`config.mk`:
```
export PLATFORM = sky130hd
export DESIGN_NAME = npu_operand_feeder
export DESIGN_NICKNAME = d
export VERILOG_FILES = /design/src/rtl/npu_operand_feeder.sv
export SDC_FILE = /design/constraint.sdc
export NUM_CORES = 1
export LEC_CHECK = 0
export ABC_AREA = 1
export CORE_MARGIN = 2
export CORE_UTILIZATION = 48
export CTS_CLUSTER_DIAMETER = 80
export DETAILED_ROUTE_END_ITERATION = 7
export PLACE_DENSITY = 0.75
export SLEW_MARGIN = 30
export SYNTH_ARGS = -nofsm -noshare
export SYNTH_HDL_FRONTEND = slang
export SYNTH_SLANG_ARGS = --single-unit
```
`constraint.sdc`:
```
create_clock -name clk_i -period 1.3 [get_ports clk_i]
set_input_delay 0.195 -clock clk_i [delete_from_list [all_inputs] [get_ports clk_i]]
set_output_delay 0.195 -clock clk_i [all_outputs]
set_load 0.01 [all_outputs]
```
`src/rtl/npu_operand_feeder.sv`:
```
// npu_operand_feeder: stages one NxN A matrix (by row) and one NxN B matrix (by column) and
// replays them as a skewed diagonal wavefront. Define NPU_FEEDER_ACCCLR_EN to add the acc_clr_o port.
module npu_operand_feeder #(
   parameter  int N  = 2,
   parameter  int DW = 8,
   localparam int IW = $clog2(N),
   localparam int CW = $clog2(2 * N)
) (
   input  logic            clk_i,
   input  logic            rst_ni,
   input  logic            wr_valid_i,
   output logic            wr_ready_o,
   input  logic            wr_sel_i,
   input  logic [IW-1:0]   wr_idx_i,
   input  logic [N*DW-1:0] wr_data_i,
   input  logic            start_i,
   output logic            busy_o,
   output logic            done_o,
   output logic [N*DW-1:0] a_out_o,
   output logic [N*DW-1:0] b_out_o,
   output logic [N-1:0]    a_vld_o,
   output logic [N-1:0]    b_vld_o
`ifdef NPU_FEEDER_ACCCLR_EN
   ,
   output logic            acc_clr_o
`endif
);

   typedef enum logic [1:0] {
      IDLE,
      STREAM,
      DONE
   } state_e;

   // The step counter runs one value past the last wavefront step; that extra value
   // produces the all-zero DONE beat so outputs stay one register behind the FSM.
   localparam logic [CW-1:0] LAST_STEP = CW'(2 * N - 1);

   state_e          stateQ, stateD;
   logic [CW-1:0]   stepQ, stepD;

   logic [DW-1:0]   aBufQ [N][N];
   logic [DW-1:0]   bBufQ [N][N];

   logic [N*DW-1:0] aOutQ, aOutD;
   logic [N*DW-1:0] bOutQ, bOutD;
   logic [N-1:0]    aVldQ, aVldD;
   logic [N-1:0]    bVldQ, bVldD;
   logic            busyQ, busyD;
   logic            doneQ, doneD;
   logic            wrFire;
   int              diag;

   assign wr_ready_o = (stateQ == IDLE);
   assign wrFire     = wr_valid_i && wr_ready_o;

   always_ff @(posedge clk_i or negedge rst_ni) begin
      if (!rst_ni) begin
         stateQ <= IDLE;
         stepQ  <= '0;
      end else begin
         stateQ <= stateD;
         stepQ  <= stepD;
      end
   end

   always_comb begin
      stateD = stateQ;
      stepD  = stepQ;
      unique case (stateQ)
         IDLE: begin
            if (start_i) begin
               stateD = STREAM;
               stepD  = '0;
            end
         end
         STREAM: begin
            if (stepQ == LAST_STEP) begin
               stateD = DONE;
            end else begin
               stepD = stepQ + CW'(1);
            end
         end
         DONE: begin
            stateD = IDLE;
         end
         default: begin
            stateD = IDLE;
         end
      endcase
   end

   // B is stored as B[row][col]; a column write scatters element k into row k.
   always_ff @(posedge clk_i or negedge rst_ni) begin
      if (!rst_ni) begin
         for (int r = 0; r < N; r++) begin
            for (int c = 0; c < N; c++) begin
               aBufQ[r][c] <= '0;
               bBufQ[r][c] <= '0;
            end
         end
      end else if (wrFire && (int'(wr_idx_i) < N)) begin
         for (int k = 0; k < N; k++) begin
            if (!wr_sel_i) begin
               aBufQ[wr_idx_i][k] <= wr_data_i[k*DW +: DW];
            end else begin
               bBufQ[k][wr_idx_i] <= wr_data_i[k*DW +: DW];
            end
         end
      end
   end

   // Lane i carries element (step - i) of its row/column while that index lies inside the matrix.
   always_comb begin
      aOutD = '0;
      bOutD = '0;
      aVldD = '0;
      bVldD = '0;
      diag  = 0;
      busyD = (stateQ == STREAM);
      doneD = (stateQ == STREAM) && (stepQ == LAST_STEP);
      if (stateQ == STREAM) begin
         for (int i = 0; i < N; i++) begin
            diag = int'(stepQ) - i;
            if ((diag >= 0) && (diag < N)) begin
               aOutD[i*DW +: DW] = aBufQ[i][diag[IW-1:0]];
               bOutD[i*DW +: DW] = bBufQ[diag[IW-1:0]][i];
               aVldD[i]          = 1'b1;
               bVldD[i]          = 1'b1;
            end
         end
      end
   end

   always_ff @(posedge clk_i or negedge rst_ni) begin
      if (!rst_ni) begin
         aOutQ <= '0;
         bOutQ <= '0;
         aVldQ <= '0;
         bVldQ <= '0;
         busyQ <= 1'b0;
         doneQ <= 1'b0;
      end else begin
         aOutQ <= aOutD;
         bOutQ <= bOutD;
         aVldQ <= aVldD;
         bVldQ <= bVldD;
         busyQ <= busyD;
         doneQ <= doneD;
      end
   end

   assign a_out_o = aOutQ;
   assign b_out_o = bOutQ;
   assign a_vld_o = aVldQ;
   assign b_vld_o = bVldQ;
   assign busy_o  = busyQ;
   assign done_o  = doneQ;

`ifdef NPU_FEEDER_ACCCLR_EN
   // Pulses alongside step 0 so downstream MACs zero before their first product.
   logic accClrQ, accClrD;

   assign accClrD = (stateQ == STREAM) && (stepQ == '0);

   always_ff @(posedge clk_i or negedge rst_ni) begin
      if (!rst_ni) begin
         accClrQ <= 1'b0;
      end else begin
         accClrQ <= accClrD;
      end
   end

   assign acc_clr_o = accClrQ;
`endif

endmodule

```
== Word-level counts from Yosys, hierarchy flattened ==
Cells that the tools add are included.
Word-level totals
  flip-flop bits (word level): 104
  output and inout port bits: 39
  logic and storage cells: 83
Operators by class
  add/subtract/negate cells: 2
  equality and inequality tests: 5
  reductions and logical operators: 10
  mux-type cells: 40
  bitwise logic cells: 3
  order comparisons: 8
Operators by type and width (count)
  8-bit 2-to-1 mux: 15
  16-bit 2-to-1 mux: 6
  32-bit 2-to-1 mux: 3
  32-bit bitwise mux: 2
  16-bit bitwise mux: 2
  16-bit demux with 1-bit select: 2
  2-bit 2-to-1 mux: 5
  8-bit demux with 1-bit select: 1
  2-bit case mux with 2 select lines: 2
  2-bit >= comparator, second input constant: 3
  1-bit NOT with 2-bit output: 3
  1-bit logical AND: 5
  2-bit by 1-bit != test with 1-bit output, second input constant: 2
  2-bit AND reduction: 2
  3-bit by 1-bit >= comparator with 1-bit output, second input constant: 1
  3-bit less-than comparator, second input constant: 1
  3-bit AND reduction: 1
  2-bit by 1-bit subtractor with 3-bit output, second input constant: 1
  2-bit by 1-bit adder with 2-bit output, second input constant: 1
  2-bit by 1-bit equality test with 1-bit output, second input constant: 1
  2-bit equality test, second input constant: 1
  2-bit by 1-bit >= comparator with 1-bit output, second input constant: 1
  2-bit logical NOT: 1
  2-bit by 1-bit less-than comparator with 1-bit output, second input constant: 1
  other kinds (4): 5

== Logic depth before layout (Yosys ltp) ==
Gate-level depths: netlist (run 1).
  depth after elaboration: 10
  gate-level depth with buffers: 7
  depth with buffers taken out: 6

== Worst setup path after synthesis (run 1) ==
Ideal clock, no wire load.
  path type: register to register
  start: reg stateQ[1]
  end: reg bBufQ[0] in the netlist's numbering
  library setup time: 0.065 ns
  slack: 0.058 ns
  cell stages (with the launch flop): 7
  period minus slack after synthesis: 1.242 ns
  arrival time: 1.177 ns
  path through: dfrtp_1 -> nor2_4 -> nand3_2 -> nor2_4 -> buf_6 -> nand2_1 -> nand2_1
On the way
  word-level cells in the longest chain between the ends: 3
Ends and longest elaborated chain
  start, declared: RTL line 39  | state_e stateQ, stateD;
  start signal, assigned: RTL line 62  | stateQ <= stateD;
  2-bit logical NOT: RTL line 54  | assign wr_ready_o = (stateQ == IDLE);
  named net wr_ready_o: RTL line 12  | output logic wr_ready_o,
  1-bit logical AND: RTL line 55  | assign wrFire = wr_valid_i && wr_ready_o;
  2-bit AND reduction (no source line)
  end signal, assigned by index: RTL line 107  | bBufQ[k][wr_idx_i] <= wr_data_i[k*DW +: DW];
  end, declared: RTL line 43  | logic [DW-1:0] bBufQ [N][N];
The timed path passes the listed nets, and every way through them passes these cells.
A chain may end at the register's enable or synchronous reset.

== Worst setup path in the final report (run 1) ==
  start: reg stateQ[1]
  end: out wr_ready_o
On the way
  word-level cells in the longest chain between the ends: 1
Ends and longest elaborated chain (RTL line)
  2-bit logical NOT: 54
  end, declared: 12
Every way passes these cells.

==> reports/results.env, run 1 <==
SYNTH.AREA.TOP_CELLS='sky130_fd_sc_hd__dfrtp_1 (65%), sky130_fd_sc_hd__nand2_1 (15%), sky130_fd_sc_hd__mux2i_1 (4.0%), sky130_fd_sc_hd__o21ai_1 (4.0%), sky130_fd_sc_hd__a21oi_1 (2.0%)'
GRT_MAX_DEGREE=33
SYNTHARSTFLOPSHARE_PCT=100
NUMCLOCKSINKS=104
SETUP.WORST_PATH.START_CLASS='flop'
SYNTH_TOP_CELL_AREA_SHARE_PCT=64.7
COUNT_OF_ANTENNA_VIOLATING_NETS_LEFT_AFTER_DETAILED_ROUTING=0
CRITPATHLAUNCH='stateQ[1]'
MIN-DELAY-PATH-CLASS='in2async'
WL_MM=8.91
CORE_AREA_SQ_MM=0.00818
DP_HPWL_MM=6.18
P_TOTAL_mW=11.7
SETUP.WORST_PATH.CLASS='reg2out'
TIMING_WORST_SLEW_PIN_VALUE_NS=0.303
SETUP.REG_TO_REG.WORST_SLACK_NS=0.007
MIN_PERIOD_OVER_PERIOD_PCT=99.4
DIODES=0
NUMCTSBUFFERS=9
GRT_ANTENNA_BEFORE_REPAIR=0
PLACE.PORT_BUFFERS=60
DOMINANTREGCELLSYNTH='sky130_fd_sc_hd__dfrtp_1'
END_KIND='output port'
WORST_SKEW_PAIR.LATE_LATENCY_NS=0.37
SYNTH_EDF_COUNT=0
POST_SYNTH_INST_COUNT=410
GRT_SETUP_UNREPAIRED='true'
SYNTH.LIB_CELLS_USED.DISTINCT=19
HOLD_VIOL_FINAL=0
GRT_REMAINING_OVERFLOW=0
MAX_CAP_VIOL_COUNT=0
DESIGN.DIE.AREA_SQ_MM=0.00913
YS_SEQ_AREA_SHARE_PCT=64.7
NUM-NETS-FINAL=511
YOSYS-TOP-CELLS-COUNT='sky130_fd_sc_hd__nand2_1 (166), sky130_fd_sc_hd__dfrtp_1 (104), sky130_fd_sc_hd__o21ai_1 (32)'
SYNTH.NET_COUNT=433
CORE.ROWCOUNT=33
WL_PER_CELL_UM=14.9
SETUP_WS_NS=0.00732
SYNTH_SEQ_CELLS=104
DRIVE_ABOVE_1_SHARE_PCT=11.8
GRTUSAGETOTAL_PCT=21.0
CTS-HTREE-LEVELS=3
FLOORPLAN.INITIALDENSITY_PCT=49.2
VIA_PER_INST=5.02
SYNTH_TOP_CELL_BY_AREA='sky130_fd_sc_hd__dfrtp_1'
WIRE_LENGTH_OF_THE_FIRST_GLOBAL_ROUTING_PASS_MM=14.3
FINALNONFILLERCELLS=598
DP_CELLS=578
SYNTH.YOSYS.WARNINGS=0
PLACE_CONGESTION=0.857
CRITICAL_PATH_ARRIVAL_NS=1.10
SYNTHTOLAYOUTAREAGROWTH_PCT=28.4
DETAILEDROUTE.FIRSTPASSITERATIONCOUNT=5
HEADROOM_TO_THE_MAX_SLEW_LIMIT_PCT=79.2
REQUIRED_NS=1.11
FP.DIEW_UM=95.5
DRT_ITER0_DRC=162
YOSYSMOSTFREQUENTCELL='sky130_fd_sc_hd__nand2_1'
LAYOUT.FILLER_CELLS=678
P_LEAK_nW=2.74
TOTAL_VIA_COUNT_IN_THE_ROUTED_DESIGN=3001
NUMBER_OF_BUFFERS_BETWEEN_CLOCK_ROOT_AND_THE_DEEPEST_SINK=2
DRT_DRC_VIOLATIONS_LEFT=0
SYNTHESIS.AREA_SQ_MM=0.00402
CLKSLEWWORSTSETUPHOLDPATHS_NS=0.10
WORST-PATH-MAX-FANOUT=2
TRITONCTS_CLOCK_TREE='yes'
MAX_CLOCK_FREQ_MHz=774
STATUS='finished clean'
RR_STARTPOINT='stateQ[1]'
FINALSETUPVIOLCOUNT=0
VDD.IR_DROP.WORST_mV=0.856
GRT_PASS1_VIAS=2961
POST-ROUTE-MIN-PERIOD_NS=1.29
IOPINCOUNT=61
CTS_ROOT_BUFFER='sky130_fd_sc_hd__clkbuf_8'
FIN_UTIL_PCT=63.2
DIE_H_UM=95.5
DP_WORST_SETUP_SLACK_NS=-0.140
FINCLKSKEW_NS=0.0105
AVG_SYNTHESIZED_CELL_AREA_SQ_UM=9.81
POWER_DENSITY_mW_PER_MM2=2260
SLEW_VIOL_FINAL=0
==> per-stage QoR <==
step | TNS (ns) | hold WS (ns) | area (sq um)
after detailed placement | -7.94 | 0.0981 | 4930
final | 0 | 0.247 | 5160
after global routing | -1.59 | 0.288 | 5160
after global placement | -7.31 | 0.0970 | 4930
after floorplan | 0 | -0.101 | 4020
after CTS | 0 | 0.258 | 5090
==> state kept, by name (all words and copies together) (netlist names) <==
| signal | flops |
|---|---|
| aBufQ | 32 |
| a_out_o | 16 |
| bBufQ | 32 |
| b_out_o | 16 |
| b_vld_o | 2 |
| busy_o | 1 |
| done_o | 1 |
| stateQ | 2 |
| stepQ | 2 |
==> final timing paths <==
kind	end	cells after the start
min in group clk_i	bBufQ[0]	3
min reg2reg	bBufQ[4]	2
max reg2reg	bBufQ[30]	7
min	aBufQ[11]	2
max	wr_ready_o	2
max in group asynchronous	bBufQ[3]	3
==> cell usage in the layout (no fill, tap or decap) <==
cell type,instances
sky130_fd_sc_hd__nand4_2,2
sky130_fd_sc_hd__buf_12,10
sky130_fd_sc_hd__nand2_1,165
sky130_fd_sc_hd__clkinvlp_4,1
sky130_fd_sc_hd__inv_2,3
sky130_fd_sc_hd__inv_1,19
sky130_fd_sc_hd__dfrtp_1,103
sky130_fd_sc_hd__nand3_4,1
sky130_fd_sc_hd__nand2_2,1
sky130_fd_sc_hd__clkbuf_16,1
sky130_fd_sc_hd__nor2_4,5
sky130_fd_sc_hd__o21ai_0,1
sky130_fd_sc_hd__clkbuf_1,1
sky130_fd_sc_hd__a21oi_1,15
sky130_fd_sc_hd__clkbuf_8,10
sky130_fd_sc_hd__dlygate4sd2_1,38
sky130_fd_sc_hd__nand3_1,4
sky130_fd_sc_hd__bufinv_16,1
sky130_fd_sc_hd__inv_4,1
sky130_fd_sc_hd__dfrtp_2,1
sky130_fd_sc_hd__a21oi_2,1
sky130_fd_sc_hd__buf_2,1
sky130_fd_sc_hd__mux2i_1,16
sky130_fd_sc_hd__buf_4,14
sky130_fd_sc_hd__nor2_1,20
sky130_fd_sc_hd__o21ai_1,32
sky130_fd_sc_hd__clkinv_4,1
sky130_fd_sc_hd__ha_4,1
sky130_fd_sc_hd__clkinv_2,2
sky130_fd_sc_hd__clkdlybuf4s50_1,20
sky130_fd_sc_hd__dlygate4sd3_1,1
sky130_fd_sc_hd__buf_6,1
==> kinds of logic (layout without fill, tap and decap cells) <==
logic type	Yosys count	in the layout	synth area share [%]
multiplexers	16	16	3.98
flip-flops	104	104	64.7
adder cells (fa/ha/maj)	1	1	0.311
AO/OA/AOI/OAI	49	49	6.10
AND/OR/NAND/NOR	198	198	20.0
buffers and inverters	42	125	4.91
==> layout make-up <==
cell class,count,area [sq um],area share (%)
Clock inverter,5,56.3,1.09
Tap cell,105,131,2.54
Multi-Input combinational cell,264,1250,24.3
Timing Repair Buffer,86,890,17.2
Inverter,23,88.8,1.72
Sequential cell,104,2600,50.4
Clock buffer,11,141,2.74
==> critical path: stages (launching register included) <==
cell and delay [ns]:
sky130_fd_sc_hd__dfrtp_1 0.42, sky130_fd_sc_hd__nor2_4 0.16, sky130_fd_sc_hd__buf_2 0.15
==> metal layers <==
| metal | share of wire (%) | wire (um) | vias to the layer above | GRT usage [%] |
|---|---|---|---|---|
| met5 | 0 | 0 | - | 0 |
| met4 | 1.4 | 129 | 0 | 7.86 |
| met3 | 5.4 | 482 | 11 | 3.16 |
| met2 | 49 | 4410 | 92 | 33.9 |
| met1 | 44 | 3890 | 1456 | 29.0 |
| li1 | - | - | 1442 | - |
==> repair_timing <==
action | CTS | global route
hold endpoints to repair | 17 | 0
hold buffers | 1 | 0
pin swaps | 1 | 4
resized for setup | 42 | 8
gates cloned | 0 | 1
buffers inserted | 1 | 1
setup endpoints to repair | 43 | 70
==> power by group <==
group | internal [mW] | leakage (nW) | total, mW | switching, mW
combinational | 1.95 | 1.30 | 4.30 | 2.35
clock | 0.941 | 0.0993 | 2.03 | 1.09
sequential | 4.66 | 1.33 | 5.36 | 0.693
Power figures use the tool's default switching activity.
==> run 2: changes to the inputs <==
--- a/config.mk
+++ b/config.mk
@@ -6,11 +6,12 @@
 export NUM_CORES = 1
 export LEC_CHECK = 0
 export ABC_AREA = 1
+export CORE_ASPECT_RATIO = 0.6
 export CORE_MARGIN = 2
-export CORE_UTILIZATION = 48
+export CORE_UTILIZATION = 35
 export CTS_CLUSTER_DIAMETER = 80
+export CTS_CLUSTER_SIZE = 16
 export DETAILED_ROUTE_END_ITERATION = 7
-export PLACE_DENSITY = 0.75
 export SLEW_MARGIN = 30
 export SYNTH_ARGS = -nofsm -noshare
 export SYNTH_HDL_FRONTEND = slang
==> run 2 against run 1 <==
Effect of this change:
- the flow now finishes with violations (setup timing)
- fmax is 5.8% lower
- critical endpoint unchanged
- combinational power is 7.4% higher
- highest routed layer unchanged
- clock skew shrank 0.0028 ns
==> reports/results.env, run 2 (same netlist as run 1, synthesis figures left out) <==
HEADROOM_TO_THE_MAX_SLEW_LIMIT_PCT=71.6
MIN_PERIOD_OVER_PERIOD_PCT=106
SWITCHING_SHARE_PCT=34.8
GRT_PASS1_VIAS=3053
SYNTHTOLAYOUTAREAGROWTH_PCT=39.9
PLACE_CONGESTION=0.860
P_LEAK_nW=2.88
AGGREGATE_NEGATIVE_SETUP_SLACK_NS=-0.917
MAX_CAP_VIOL_COUNT=0
DP_CELLS=615
ROUTE.TOP_LAYER_USED='met4'
LARGESTREGISTERS='aBufQ x32, bBufQ x32'
WORST_PATH_MAX_DELAY_CELL='sky130_fd_sc_hd__dfrtp_2'
IOPINCOUNT=61
CRIT_BUF_INV=2
NUM-NETS-FINAL=513
HOLD_VIOL_FINAL=0
SETUP.WORST_PATH.START_CLASS='flop'
MAX_CLOCK_FREQ_MHz=728
CPPEAKSTAGEDELAY_NS=0.43
WORST_SKEW_PAIR.LATE_LATENCY_NS=0.34
REQUIRED_NS=1.11
DIE_H_UM=87.0
GRT_REMAINING_OVERFLOW=0
CORE.ROWCOUNT=30
PLACE.PORT_BUFFERS=60
FINALSETUPVIOLCOUNT=35
ROUTEDLENGTHMET1_MM=4.68
WIRE_LENGTH_OF_THE_FIRST_GLOBAL_ROUTING_PASS_MM=16.3
TIMING.REG2REG.WORST_PATH_DEPTH=6
WL_MM=10.2
COMBINATIONALPOWERSHARE_PCT=35.7
CP_CELL_SEQUENCE='nor2_4, buf_4, buf_2'
MIN-DELAY-PATH-CLASS='in2async'
NUMCTSBUFFERS=9
CP_NUM_CELLS=3
WL_MET2_MM=4.60
POST-ROUTE-MIN-PERIOD_NS=1.37
DETAILEDROUTE.FIRSTPASSITERATIONCOUNT=4
DRT_DRC_VIOLATIONS_LEFT=0
CTS-HTREE-LEVELS=3
CRITICAL_PATH.TOP_DELAY_FAMILY='flip-flops'
CRITICAL_PATH_ARRIVAL_NS=1.18
TIMING_WORST_SLEW_PIN_VALUE_NS=0.425
POWER_DENSITY_mW_PER_MM2=2300
DP_HPWL_MM=6.78
DRIVE_ABOVE_1_SHARE_PCT=20.9
MET3WIRELENGTH_UM=845
FINAL_COMMON_CELL='sky130_fd_sc_hd__nand2_1'
SLEW_VIOL_FINAL=0
POWER.CLOCK.FRACTION_PCT=21.7
P_INT_mW=8.45
VIA_PER_INST=4.75
DIODES=0
END_KIND='output port'
CLKSLEWWORSTSETUPHOLDPATHS_NS=0.06
NUMBER_OF_BUFFERS_BETWEEN_CLOCK_ROOT_AND_THE_DEEPEST_SINK=2
FLOORPLAN.INITIALDENSITY_PCT=35.7
SETUP_WS_NS=-0.0729
TRITONCTS_CLOCK_TREE='yes'
STATUS='complete, but fails checks'
CTS_ROOT_BUFFER='sky130_fd_sc_hd__clkbuf_16'
COUNT_OF_ANTENNA_VIOLATING_NETS_LEFT_AFTER_DETAILED_ROUTING=0
CORE_AREA_SQ_MM=0.0113
FP.DIEW_UM=142
WL_PER_CELL_UM=16.0
DESIGN.DIE.AREA_SQ_MM=0.0124
FINCLKSKEW_NS=0.00774
VDD.IR_DROP.WORST_mV=0.839
GRT_SETUP_UNREPAIRED='true'
WORST-PATH-MAX-FANOUT=3
PWR-SHARE-SEQ_PCT=42.6
FINALNONFILLERCELLS=638
GRT_MAX_DEGREE=35
GRT_ANTENNA_BEFORE_REPAIR=0
DRT_ITER0_DRC=145
VIOLATIONS='setup timing'
NUMCLOCKSINKS=104
SETUP.WORST_PATH.CLASS='reg2out'
LAYOUT_COMMON_CELLS='sky130_fd_sc_hd__nand2_1 (136), sky130_fd_sc_hd__dfrtp_1 (103), sky130_fd_sc_hd__dlygate4sd2_1 (38)'
POWER.SWITCHING_mW=4.50
TOTAL_VIA_COUNT_IN_THE_ROUTED_DESIGN=3028
GRTUSAGETOTAL_PCT=17.8
==> run 2: final timing paths <==
path | slack [ns] | startpoint | endpoint
setup / recovery | -0.07 | stateQ[1] | wr_ready_o
hold / removal | 0.30 | rst_ni | aBufQ[24]
setup reg to reg | -0.05 | stateQ[1] | aBufQ[19]
hold reg to reg | 0.48 | bBufQ[8] | bBufQ[8]
max in group asynchronous | 0.50 | rst_ni | aBufQ[1]
min in group clk_i | 0.48 | bBufQ[8] | bBufQ[8]
==> run 2: layer usage <==
metal  vias up  GRT usage (%)
li1       1446              -
met1      1473           25.3
met2        98           27.1
met3        11           4.78
met4         0           4.86
met5         -              0
==> run 2: power groups by stage <==
stage	logic (mW)	registers, mW	clock network [mW]
after floorplan	2.31	5.46	0
after global routing	5.15	5.71	3.00
after CTS	4.28	5.39	2.85
final	4.62	5.52	2.81
after detailed placement	4.38	5.42	0
after global placement	4.29	5.39	0
==> run 2: metrics by stage <==
| step | utilization (%) | hold slack, ns | setup WS, ns | power, mW | instance area, sq um |
|---|---|---|---|---|---|
| final | 50.0 | 0.303 | -0.0729 | 13.0 | 5630 |
| after global placement | 44.1 | 0.124 | -0.121 | 9.68 | 4960 |
| after CTS | 47.8 | 0.315 | -0.0644 | 12.5 | 5390 |
| after floorplan | - | -0.101 | 0.0581 | 7.77 | 4020 |
| after detailed placement | 44.1 | 0.123 | -0.180 | 9.80 | 4960 |
| after global routing | 50.0 | 0.327 | -0.137 | 13.9 | 5630 |
==> run 2: area by class of cell <==
cell class | count | area (sq um)
clock buffers | 13 | 270
clock inverters | 2 | 37.5
fillers | 1013 | 5630
inverters | 23 | 88.8
multi-input cells | 264 | 1460
flip-flops and latches | 104 | 2600
well taps | 144 | 180
repair buffers | 88 | 986
==> run 2: repair_timing <==
item,4_1_cts,5_1_grt
hold buffers,1,0
endpoints found under the setup margin,103,83
cloned,3,2
endpoints found under the hold margin,20,0
pin swaps,2,2
buffers inserted,1,1
resized for setup,64,51
==> run 3: changes to the inputs <==
--- a/config.mk
+++ b/config.mk
@@ -8,10 +8,11 @@
 export ABC_AREA = 1
 export CORE_ASPECT_RATIO = 0.6
 export CORE_MARGIN = 2
-export CORE_UTILIZATION = 35
+export CORE_UTILIZATION = 48
 export CTS_CLUSTER_DIAMETER = 80
 export CTS_CLUSTER_SIZE = 16
 export DETAILED_ROUTE_END_ITERATION = 7
+export PLACE_DENSITY = 0.75
 export SLEW_MARGIN = 30
 export SYNTH_ARGS = -nofsm -noshare
 export SYNTH_HDL_FRONTEND = slang
==> run 3 against run 2 <==
Effect of this change:
- the run still ends with setup timing left
- largest power group unchanged
- highest routed layer unchanged
- cell count decreased by 5.5%
- worst setup slack better by 0.051 ns
- critical path type is now reg2reg
- fmax grew 3.8%
- via count is 1.3% higher
==> reports/results.env, run 3 (same netlist as run 1, synthesis figures left out) <==
STATUS='complete, but fails checks'
VIOLATIONS='setup timing'
MIN_PERIOD_OVER_PERIOD_PCT=102
WL_MM=9.80
DRIVE_ABOVE_1_SHARE_PCT=17.4
SETUP.WORST_PATH.CLASS='reg2reg'
WIRE_LENGTH_OF_THE_FIRST_GLOBAL_ROUTING_PASS_MM=15.5
GRT_ANTENNA_BEFORE_REPAIR=0
P_TOTAL_mW=12.7
HEADROOM_TO_THE_MAX_SLEW_LIMIT_PCT=71.1
LARGESTREGISTERS='aBufQ x32, bBufQ x32'
FINALINSTANCEAREA_SQ_MM=0.00545
PLACE.PORT_BUFFERS=60
DETAILEDROUTE.FIRSTPASSITERATIONCOUNT=4
FLOORPLAN.INITIALDENSITY_PCT=50.2
POST-ROUTE-MIN-PERIOD_NS=1.32
CORE.ROWCOUNT=25
DRT_DRC_VIOLATIONS_LEFT=0
SETUP_WS_NS=-0.0221
TOTAL_VIA_COUNT_IN_THE_ROUTED_DESIGN=3066
CTS-HTREE-LEVELS=3
FINCLKSKEW_NS=0.00446
NUM-NETS-FINAL=513
MAX_CLOCK_FREQ_MHz=756
GRT_PASS1_VIAS=3083
IOPINCOUNT=61
MIN-DELAY-PATH-CLASS='in2async'
WL_PER_CELL_UM=16.3
MAX_CAP_VIOL_COUNT=0
SETUP.WORST_PATH.START_CLASS='flop'
DIODES=0
VDD.IR_DROP.WORST_mV=1.11
FINALNONFILLERCELLS=603
DRT_ITER0_DRC=229
LAYOUT_COMMON_CELLS='sky130_fd_sc_hd__nand2_1 (151), sky130_fd_sc_hd__dfrtp_1 (104), sky130_fd_sc_hd__dlygate4sd2_1 (38)'
FINALSETUPVIOLCOUNT=6
GRTUSAGETOTAL_PCT=23.2
WORST-PATH-MAX-FANOUT=16
CTS_ROOT_BUFFER='sky130_fd_sc_hd__clkbuf_16'
NUMBER_OF_BUFFERS_BETWEEN_CLOCK_ROOT_AND_THE_DEEPEST_SINK=2
FINAL_COMMON_CELL='sky130_fd_sc_hd__nand2_1'
SLEW_VIOL_FINAL=0
VIA_PER_INST=5.08
GRT_SETUP_UNREPAIRED='true'
DESIGN.DIE.AREA_SQ_MM=0.00915
NUMCTSBUFFERS=9
DP_CELLS=582
COUNT_OF_ANTENNA_VIOLATING_NETS_LEFT_AFTER_DETAILED_ROUTING=0
PLACE_CONGESTION=0.850
DIE_H_UM=74.9
PLACED_AREA_SQ_MM=0.00494
WORST_SKEW_PAIR.LATE_LATENCY_NS=0.35
TRITONCTS_CLOCK_TREE='yes'
GRT_REMAINING_OVERFLOW=0
P_LEAK_nW=2.84
SYNTHTOLAYOUTAREAGROWTH_PCT=35.6
GRT_MAX_DEGREE=33
NUMCLOCKSINKS=104
POWER_DENSITY_mW_PER_MM2=2330
DP_HPWL_MM=6.51
CORE_AREA_SQ_MM=0.00801
HOLD_VIOL_FINAL=0
CLKSLEWWORSTSETUPHOLDPATHS_NS=0.07
CRITICAL_PATH_ARRIVAL_NS=1.56
REQUIRED_NS=1.53
DP_WORST_SETUP_SLACK_NS=-0.165
TIMING_WORST_SLEW_PIN_VALUE_NS=0.434
FP.DIEW_UM=122
END_KIND='flop'
AGGREGATE_NEGATIVE_SETUP_SLACK_NS=-0.0705
-- run 3: stage by stage --
step | util (%) | hold slack [ns]
detailed placement | 61.7 | 0.164
CTS | 65.6 | 0.340
global route | 68.1 | 0.349
global placement | 61.7 | 0.148
finish | 68.1 | 0.321
floorplan | - | -0.101
-- run 3: where the power goes --
part	leakage [nW]	internal [mW]	switching, mW
combinational	1.36	2.03	2.53
sequential	1.33	4.67	0.768
clock	0.139	1.55	1.15
-- run 3: critical path: stages, from the launching register on --
cell	delay [ns]
sky130_fd_sc_hd__dfrtp_1	0.41
sky130_fd_sc_hd__nor2_4	0.17
sky130_fd_sc_hd__buf_6	0.16
sky130_fd_sc_hd__nand3_4	0.12
sky130_fd_sc_hd__buf_12	0.19
sky130_fd_sc_hd__nand2_1	0.07
sky130_fd_sc_hd__o21ai_1	0.08
-- run 3: timing repair --
item                       CTS  global route
setup endpoints to repair   57            76
setup buffers                1             0
hold endpoints to repair    25             0
gates resized for setup     42            45
pin swaps                    1             2
hold buffers                 1             0
gates cloned                 1             2
-- run 3: final cells by class --
| cell class | count | area, sq um |
|---|---|---|
| Inverter | 23 | 88.8 |
| Multi-Input combinational cell | 264 | 1380 |
| Clock buffer | 12 | 246 |
| Fill cell | 616 | 2550 |
| Sequential cell | 104 | 2600 |
| Tap cell | 108 | 135 |
| Timing Repair Buffer | 88 | 942 |
| Clock inverter | 4 | 53.8 |
-- run 3: path summary, 6_finish.rpt --
path	startpoint	to	slack (ns)	cells after the start
worst min-delay path	rst_ni	a_out_o[1]	0.32	2
max in group asynchronous	rst_ni	aBufQ[27]	0.45	3
min in group clk_i	wr_data_i[14]	bBufQ[14]	0.48	3
worst max register to register	stateQ[1]	aBufQ[4]	-0.02	6
worst max-delay path	stateQ[1]	aBufQ[4]	-0.02	6
worst min register to register	bBufQ[24]	bBufQ[24]	0.48	2
-- run 3: layer usage --
layer / up-vias / routed length, um / global-route usage (%)
li1: 1448 / - / -
met1: 1496 / 4060 / 31.8
met2: 115 / 4720 / 36.0
met3: 7 / 933 / 7.58
met4: 0 / 83 / 6.90
met5: - / 0 / 0
